[src/rtl/sync_fifo_flags_if.sv]
// Handshake/bus bundle for sync_fifo_flags: write side, read side, status and error flags.
// Latency: none (wires only).
// Backpressure: producers watch full, consumers watch empty/valid; both modports see every flag.
//
// master : the datapath stage(s) driving the FIFO (write/read requests, clr_err)
// slave  : the FIFO itself (data_out, valid, occupancy and error flags)
interface sync_fifo_flags_if #(
   parameter int DATA_WIDTH = 8,
   parameter int DEPTH      = 16
);
   logic                    w_en;
   logic [DATA_WIDTH-1:0]   data_in;
   logic                    r_en;
   logic                    clr_err;
   logic [DATA_WIDTH-1:0]   data_out;
   logic                    valid;
   logic                    full;
   logic                    empty;
   logic                    almost_full;
   logic                    almost_empty;
   logic [$clog2(DEPTH):0]  count;
   logic                    overflow;
   logic                    underflow;

   modport master (
      output w_en, data_in, r_en, clr_err,
      input  data_out, valid, full, empty, almost_full, almost_empty,
             count, overflow, underflow
   );

   modport slave (
      input  w_en, data_in, r_en, clr_err,
      output data_out, valid, full, empty, almost_full, almost_empty,
             count, overflow, underflow
   );
endinterface

[src/rtl/sync_fifo_flags.sv]
// Single-clock FIFO with occupancy count, almost-full/empty thresholds and sticky error flags.
// Latency: flags/count 1 cycle after the accepting edge; read data 1 cycle (FWFT=0) or 0 cycles (FWFT=1).
// Backpressure: writes while full and reads while empty are dropped and latch overflow/underflow.
//
// Ports: clk (only clock), rst (async active-high), bus (sync_fifo_flags_if.slave):
//   w_en/data_in push, r_en pop, clr_err clears the sticky errors,
//   data_out/valid read data, full/empty/almost_full/almost_empty/count status,
//   overflow/underflow sticky errors.
// The bus instance must be built with the same DATA_WIDTH and DEPTH as this module.
module sync_fifo_flags #(
   parameter int DATA_WIDTH = 8,
   parameter int DEPTH      = 16,   // power of two, >= 2
   parameter int AF_LEVEL   = 14,   // 1..DEPTH
   parameter int AE_LEVEL   = 2,    // 0..DEPTH-1
   parameter bit FWFT       = 1'b0
) (
   input  logic               clk,
   input  logic               rst,
   sync_fifo_flags_if.slave   bus
);
   localparam int AW = $clog2(DEPTH);

   localparam logic [AW:0] FULL_CNT = (AW+1)'(DEPTH);
   localparam logic [AW:0] AF_TH    = (AW+1)'(AF_LEVEL);
   localparam logic [AW:0] AE_TH    = (AW+1)'(AE_LEVEL);

   // Pointers carry one extra wrap bit so that full (DEPTH) and empty (0)
   // are distinguishable by plain modular subtraction.
   logic [AW:0]           wr_ptr;
   logic [AW:0]           rd_ptr;
   logic [AW:0]           count_i;
   logic                  full_i;
   logic                  empty_i;
   logic                  wr_acc;
   logic                  rd_acc;
   logic                  overflow_q;
   logic                  underflow_q;
   logic [DATA_WIDTH-1:0] mem [DEPTH];

   assign count_i = wr_ptr - rd_ptr;
   assign full_i  = (count_i == FULL_CNT);
   assign empty_i = (count_i == '0);

   // Acceptance only looks at registered state, so a simultaneous read
   // never frees space for a write in the same cycle (and vice versa).
   assign wr_acc = bus.w_en && !full_i;
   assign rd_acc = bus.r_en && !empty_i;

   always_ff @(posedge clk or posedge rst) begin
      if (rst) begin
         wr_ptr <= '0;
         rd_ptr <= '0;
      end else begin
         if (wr_acc) wr_ptr <= wr_ptr + 1'b1;
         if (rd_acc) rd_ptr <= rd_ptr + 1'b1;
      end
   end

   // Storage is deliberately not reset so it can map onto distributed RAM.
   always_ff @(posedge clk) begin
      if (wr_acc) mem[wr_ptr[AW-1:0]] <= bus.data_in;
   end

   // Sticky errors: a new error in the same cycle as clr_err keeps the flag set.
   always_ff @(posedge clk or posedge rst) begin
      if (rst) begin
         overflow_q  <= 1'b0;
         underflow_q <= 1'b0;
      end else begin
         if (bus.w_en && full_i)      overflow_q <= 1'b1;
         else if (bus.clr_err)        overflow_q <= 1'b0;

         if (bus.r_en && empty_i)     underflow_q <= 1'b1;
         else if (bus.clr_err)        underflow_q <= 1'b0;
      end
   end

   generate
      if (FWFT) begin : g_fwft
         // Head word shown directly; forced to zero while empty so the
         // output has a defined value straight out of reset.
         assign bus.data_out = empty_i ? '0 : mem[rd_ptr[AW-1:0]];
         assign bus.valid    = !empty_i;
      end else begin : g_reg
         logic [DATA_WIDTH-1:0] dout_q;
         logic                  valid_q;

         always_ff @(posedge clk or posedge rst) begin
            if (rst) begin
               dout_q  <= '0;
               valid_q <= 1'b0;
            end else begin
               valid_q <= rd_acc;
               if (rd_acc) dout_q <= mem[rd_ptr[AW-1:0]];
            end
         end

         assign bus.data_out = dout_q;
         assign bus.valid    = valid_q;
      end
   endgenerate

   assign bus.full         = full_i;
   assign bus.empty        = empty_i;
   assign bus.almost_full  = (count_i >= AF_TH);
   assign bus.almost_empty = (count_i <= AE_TH);
   assign bus.count        = count_i;
   assign bus.overflow     = overflow_q;
   assign bus.underflow    = underflow_q;
endmodule

[src/flat_wrapper.sv]
// flat-port wrapper written by rule: the top's interface ports become plain ports
module sync_fifo_flags_flat 
#(
   parameter int DATA_WIDTH = 8,
   parameter int DEPTH      = 16,                        
   parameter int AF_LEVEL   = 14,              
   parameter int AE_LEVEL   = 2,                 
   parameter bit FWFT       = 1'b0
)
  (clk, rst, bus_w_en, bus_data_in, bus_r_en, bus_clr_err, bus_data_out, bus_valid, bus_full, bus_empty, bus_almost_full, bus_almost_empty, bus_count, bus_overflow, bus_underflow);
  sync_fifo_flags_if #(.DATA_WIDTH(DATA_WIDTH), .DEPTH(DEPTH)) bus_i ();
  input  logic clk;
  input  logic rst;
  input wire logic [$bits(bus_i.w_en)-1:0] bus_w_en;
  input wire logic [$bits(bus_i.data_in)-1:0] bus_data_in;
  input wire logic [$bits(bus_i.r_en)-1:0] bus_r_en;
  input wire logic [$bits(bus_i.clr_err)-1:0] bus_clr_err;
  output wire logic [$bits(bus_i.data_out)-1:0] bus_data_out;
  output wire logic [$bits(bus_i.valid)-1:0] bus_valid;
  output wire logic [$bits(bus_i.full)-1:0] bus_full;
  output wire logic [$bits(bus_i.empty)-1:0] bus_empty;
  output wire logic [$bits(bus_i.almost_full)-1:0] bus_almost_full;
  output wire logic [$bits(bus_i.almost_empty)-1:0] bus_almost_empty;
  output wire logic [$bits(bus_i.count)-1:0] bus_count;
  output wire logic [$bits(bus_i.overflow)-1:0] bus_overflow;
  output wire logic [$bits(bus_i.underflow)-1:0] bus_underflow;
  assign bus_i.w_en = bus_w_en;
  assign bus_i.data_in = bus_data_in;
  assign bus_i.r_en = bus_r_en;
  assign bus_i.clr_err = bus_clr_err;
  assign bus_data_out = bus_i.data_out;
  assign bus_valid = bus_i.valid;
  assign bus_full = bus_i.full;
  assign bus_empty = bus_i.empty;
  assign bus_almost_full = bus_i.almost_full;
  assign bus_almost_empty = bus_i.almost_empty;
  assign bus_count = bus_i.count;
  assign bus_overflow = bus_i.overflow;
  assign bus_underflow = bus_i.underflow;
  sync_fifo_flags #(.DATA_WIDTH(DATA_WIDTH), .DEPTH(DEPTH), .AF_LEVEL(AF_LEVEL), .AE_LEVEL(AE_LEVEL), .FWFT(FWFT)) u_core (.clk(clk), .rst(rst), .bus(bus_i));
endmodule
[config.mk]
export PLATFORM = sky130hd
export DESIGN_NAME = sync_fifo_flags_flat
export DESIGN_NICKNAME = d
export VERILOG_FILES = /design/src/rtl/sync_fifo_flags_if.sv /design/src/rtl/sync_fifo_flags.sv /design/src/flat_wrapper.sv
export SDC_FILE = /design/constraint.sdc
export NUM_CORES = 1
export LEC_CHECK = 0
export CAP_MARGIN = 40
export CORE_UTILIZATION = 41
export DETAILED_ROUTE_END_ITERATION = 12
export DONT_BUFFER_PORTS = 1
export PLACE_DENSITY = 0.6
export SYNTH_ARGS = -nofsm -noshare
export SYNTH_HDL_FRONTEND = slang
export SYNTH_SLANG_ARGS = --single-unit
[constraint.sdc]
create_clock -name clk -period 6 [get_ports clk]
set_clock_uncertainty 0.2 [all_clocks]
set_input_delay 0 -clock clk [delete_from_list [all_inputs] [get_ports clk]]
set_output_delay 0 -clock clk [all_outputs]
set_load 0.01 [all_outputs]
# Word level (Yosys, flattened, before mapping)

Memories as Yosys holds them, arrays and structs flattened. A register that Yosys moved wholly into a read port is not among the register bits.
Index checks and enable logic that the tools add are counted.
Widths: inputs -> output; s select.

Logic and storage cells: 26
Memory bits (writable): 128
Memories kept: 1
Output and inout bits: 20
Register bits: 13
Input port bits: 13

$add $sub $neg: 3
Reductions and logical operators: 9
Order comparisons: 2
Multiplexer cells: 5
Equality and inequality tests: 1

Memory list:

| memory     | depth | width | rd ports | clocked after memory_dff | wr ports | RTL line              | text |
|---|---|---|---|---|---|---|---|
| u_core.mem | 16    | 8     | 1        | 1                        | 1        | sync_fifo_flags.sv:38 | `logic [DATA_WIDTH-1:0] mem [DEPTH];` |

Operator list:

| kind                | count |
|---|---|
| $add 5x1->5 const B | 2 |
| $eq 5x5->1 const B  | 1 |
| $ge 5x4->1 const B  | 1 |
| $le 5x2->1 const B  | 1 |
| $logic_not 5->1     | 1 |
| $mux 1              | 5 |
| $sub 5x5->5         | 1 |
| $logic_and 1x1->1   | 4 |
| $reduce_bool 2->1   | 2 |
| $logic_not 1->1     | 2 |

# Logic depth before layout (Yosys ltp)

Depth in word-level cells: 6
Gate-level depth with buffers: 11
Gate-level depth less buffers: 10

# Least setup slack after synthesis

No wires, ideal clock.

Path kind: register -> register
Start point: register u_core.rd_ptr[1]
End point: memory u_core.mem[15][0] (enable)
Path slack: 2.759 ns
Required time: 5.419 ns
Clock period less this slack: 3.241 ns
Cell stages (with the launch flop): 9
Arrival: 2.660 ns
Setup time: 0.381 ns
Path buffers: 1
Cells stage by stage: dfrtp_1 -> clkbuf_1 -> inv_1 -> fa_1 -> a21o_1 -> a21oi_2 -> xor2_2 -> inv_4 -> a31oi_1

Longest elaborated chain between the ends: 6

RTL lines:

| item                         | RTL line              | text |
|---|---|---|
| start, declared              | sync_fifo_flags.sv:30 | `logic [AW:0] rd_ptr;` |
| start signal, assigned       | sync_fifo_flags.sv:55 | `if (rd_acc) rd_ptr <= rd_ptr + 1'b1;` |
| $sub 5x5->5                  | sync_fifo_flags.sv:40 | `assign count_i = wr_ptr - rd_ptr;` |
| via bus_count[4]             | flat_wrapper.sv:24    | `output wire logic [$bits(bus_i.count)-1:0] bus_count;` |
| $eq 5x5->1                   | sync_fifo_flags.sv:41 | `assign full_i = (count_i == FULL_CNT);` |
| $logic_not 1->1              | sync_fifo_flags.sv:46 | `assign wr_acc = bus.w_en && !full_i;` |
| $logic_and 1x1->1            | sync_fifo_flags.sv:46 |  |
| $mux 1                       | sync_fifo_flags.sv:61 | `if (wr_acc) mem[wr_ptr[AW-1:0]] <= bus.data_in;` |
| $mux 1 (implied by the code) | sync_fifo_flags.sv:61 |  |
| end, declared                | sync_fifo_flags.sv:38 |  |

The timed path passes the listed nets, and every way through them passes these cells.

# Worst setup path after layout

Start point: register u_core.rd_ptr[2]
End point: register u_core.g_reg.dout_q[4], in the netlist u_core.bus.data_out[4], read port of u_core.mem

Longest elaborated chain between the ends: 4

RTL lines:

| item              | RTL line              | text |
|---|---|---|
| $sub 5x5->5       | sync_fifo_flags.sv:40 |  |
| via bus_count[2]  | flat_wrapper.sv:24    |  |
| $logic_not 5->1   | sync_fifo_flags.sv:42 | `assign empty_i = (count_i == '0);` |
| $logic_not 1->1   | sync_fifo_flags.sv:47 | `assign rd_acc = bus.r_en && !empty_i;` |
| $logic_and 1x1->1 | sync_fifo_flags.sv:47 |  |
| end, declared     | sync_fifo_flags.sv:85 | `logic [DATA_WIDTH-1:0] dout_q;` |

The timed path passes the listed nets, and every way through them passes these cells.
A chain may end at the register's enable or synchronous reset.

==> impl_metrics.toml <==
[worst_setup_path]
worst_ep_arrival_time_ps = 3890
critical_path.cell_chain = "inv_1 -> ha_1 -> xor2_1 -> nor3_2 -> inv_1 -> o31ai_4 -> mux2_2"
critPathMaxFanout = 19
crit_slowest_cell = "dfrtp_1"
worst_path_largest_cell_delay_ps = 880
path_class = "flip-flop to flip-flop"
crit_path_end_kind = "flip-flop"
critPathMostFrequentCell = "inv_1"
critical_path_required_ps = 6100
start_kind = "flip-flop"

[clock_tree]
post_cts_sizing = 0
tritoncts.num_buffers = 17
clkLatencyLatePin_ps = 420
h-tree-depth = 4
clock_tree.buffer_depth = 2
cts.sinks = 149
clkSlewWorstSetupHoldPaths_ps = 60
cts_tree = "built"
cts_root_buffer = "clkbuf_16"

[finish]
layout_cells_sized_above_1_pct = 23.0
fill_cells = 1156
multi_input_area_sq_um = 1560
post_layout_nets = 359
area.sequential_sq_um = 4370
num_antenna_cells = 0
area_delta_synth_final_pct = 15.6

[timing]
drv_slew = 0
max_freq_ghz = 0.263
setup_tns_ps = 0
rsz_0062_raised_after_global_routing = "false"
worstMarginPinSlew_ps = 830
setup_viol = 0
fin_ws_ps = 2200
period_minus_slack_ps = 3800
hold_viol_final = 0
relSlewSlack_pct = 43.2
fin_crit_sh_pct = 63.3

[die]
die_area_sq_um = 15200
die_width_um = 123
fp.coreArea_sq_um = 14100
die_y_um = 123
design.portCount = 33
start_util_pct = 42.8
floorplan.rows = 43

[place]
routability_congestion_estimate_from_global_placement = 0.785
dp_hpwl_mm = 7.57
place.port_buffers = 0
place_worst_setup_slack_ps = 2200

[yosys]
synth.area.top_cells = "edfxtp_1 64%, mux4_2 12%, dfrtp_1 8.7%"
synthTopCellsByCount = "128 x edfxtp_1, 32 x mux4_2, 21 x dfrtp_1"
synth_largest_type_area_fraction_pct = 63.7
yosysTopAreaCell = "edfxtp_1"
synth.avg_cell_area_sq_um = 19.5
synth.most_common_cell = "edfxtp_1"
post_synth_inst_count = 309
synthArstFlopShare_pct = 14.1
synthesis.yosys.warnings = 0
synth_seq_cells = 149
syn_nets = 332
synth.lib_cells_used.distinct = 36
synth_cell_area_sq_um = 6040
synth.yosys.seq_area_share_pct = 72.4
ys_dominant_reg_cell = "edfxtp_1"
synth-edff-count = 128

[detailed_routing]
routed_via_count = 2950
routed_wire_length_per_instance_um = 23.1
final_antenna_net_count = 0
totalWireLength_mm = 12.2
drc = 0
drtPass1Iterations = 4
initialDrtViolationCount = 177
routed_via_density = 5.59

[pwr]
power.ir.vdd_worst_uv = 259
p_per_area_nw_per_um2 = 543
leakage_nw = 2.42
fin_total_pwr_mw = 3.79

[global_routing]
grt_start_max_net_pins = 36
grt_pass1_vias = 3026
grt_pass1_wl_mm = 18.3
gr-usage-all-layers_pct = 17.9
grt.overflow.total = 0
antenna_found_initial = 0

[hold_path]
worst_hold_path_type = "input pin to flip-flop"

[run]
cap_viol_max_count = 0

[outcome]
result_of_the_run = "finished, final reports clean"
-- power breakdown --
part	switching, mW	internal (mW)	total, mW	leakage (nW)
logic	0.776	0.521	1.30	0.732
registers	0.129	1.30	1.43	1.40
clock network	0.384	0.685	1.07	0.285
total	1.29	2.50	3.79	2.42
-- critical path, delay by kind of cell (launching register included) --
family | cells | cell delay, ps
xor+xnor | 1 | 240
mux | 1 | 420
buf+inv | 2 | 400
fa+ha+maj | 1 | 390
simple gates | 1 | 400
compound gates | 1 | 740
flops | 1 | 880
-- kinds of logic after synthesis --
| family | synth area share [%] |
|---|---|
| AOI/OAI and AO/OA | 3.77 |
| xor gates and xnor gates | 1.99 |
| adders and majority gates | 2.20 |
| buffers and inverters | 1.74 |
| DFF | 72.4 |
| muxes | 14.3 |
| and+or+nand+nor | 3.65 |
-- metal layers --
| metal | vias to the layer above | GRT usage, % | part of all wire [%] | routed length (um) |
|---|---|---|---|---|
| met3 | 14 | 5.21 | 4.8 | 580 |
| li1 | 1302 | - | - | - |
| met1 | 1562 | 24.2 | 45 | 5550 |
| met4 | 0 | 8.36 | 1.8 | 219 |
| met5 | - | 0 | 0 | 0 |
| met2 | 72 | 26.8 | 48 | 5850 |
-- placed cells by master (no fill, tap or decap), types with 3 or more instances in the layout --
cell	Yosys	routed
mux4_2	32	32
bufinv_16	0	4
and2_1	4	4
clkinv_1	0	3
inv_1	12	12
clkbuf_16	0	17
buf_4	0	3
ha_1	9	9
xnor2_1	5	5
mux2_4	8	8
xor2_1	5	5
dfrtp_1	21	20
o22ai_1	16	16
nor2_1	10	10
nand2_1	7	7
a31oi_1	5	5
dlygate4sd3_1	0	14
and3_1	12	12
edfxtp_1	128	128
clkinv_2	0	3
-- layout make-up --
cell class,instances,area share [%]
clock buffer,19,6.20
clock inverter,12,2.31
inverter,13,0.735
multi-input combinational,137,22.4
sequential,149,62.6
tap,180,3.23
timing repair buffer,18,2.49
-- repair_timing --
action	4_1_cts	5_1_grt
hold buffers	14	0
hold endpoints to repair	181	0
endpoints found under the setup margin	0	0
setup buffers	0	0
-- state kept, by name, indices dropped and copies added (netlist names) --
| name | count |
|---|---|
| u_core.mem | 128 |
| u_core.bus.data_out | 8 |
| u_core.rd_ptr | 5 |
| u_core.wr_ptr | 5 |
| u_core.bus.overflow | 1 |
| u_core.bus.underflow | 1 |
| u_core.bus.valid | 1 |
-- stage by stage --
stage,std cells,hold WS (ps),util (%),cell area [sq um]
6_report,528,138,49.5,6980
5_1_grt,528,162,49.5,6980
4_1_cts,527,114,49.4,6970
3_5_place_dp,482,-110,44.2,6230
3_3_place_gp,481,-117,44.2,6230
2_1_floorplan,309,-223,-,6040
-- worst paths after layout --
kind                                  startpoint                     end  slack (ps)  cells past startpoint
worst max register to register  u_core.rd_ptr[2]  u_core.bus.data_out[4]        2200                      7
worst min-delay path                 bus_clr_err    u_core.bus.underflow         140                      3
max in group asynchronous                    rst  u_core.bus.data_out[1]        4710                      4
min in group asynchronous                    rst    u_core.bus.underflow         410                      3
worst max-delay path            u_core.rd_ptr[2]  u_core.bus.data_out[4]        2200                      7
worst min register to register  u_core.wr_ptr[4]        u_core.wr_ptr[4]         280                      1
No activity file was read; power rests on OpenSTA's default activity.
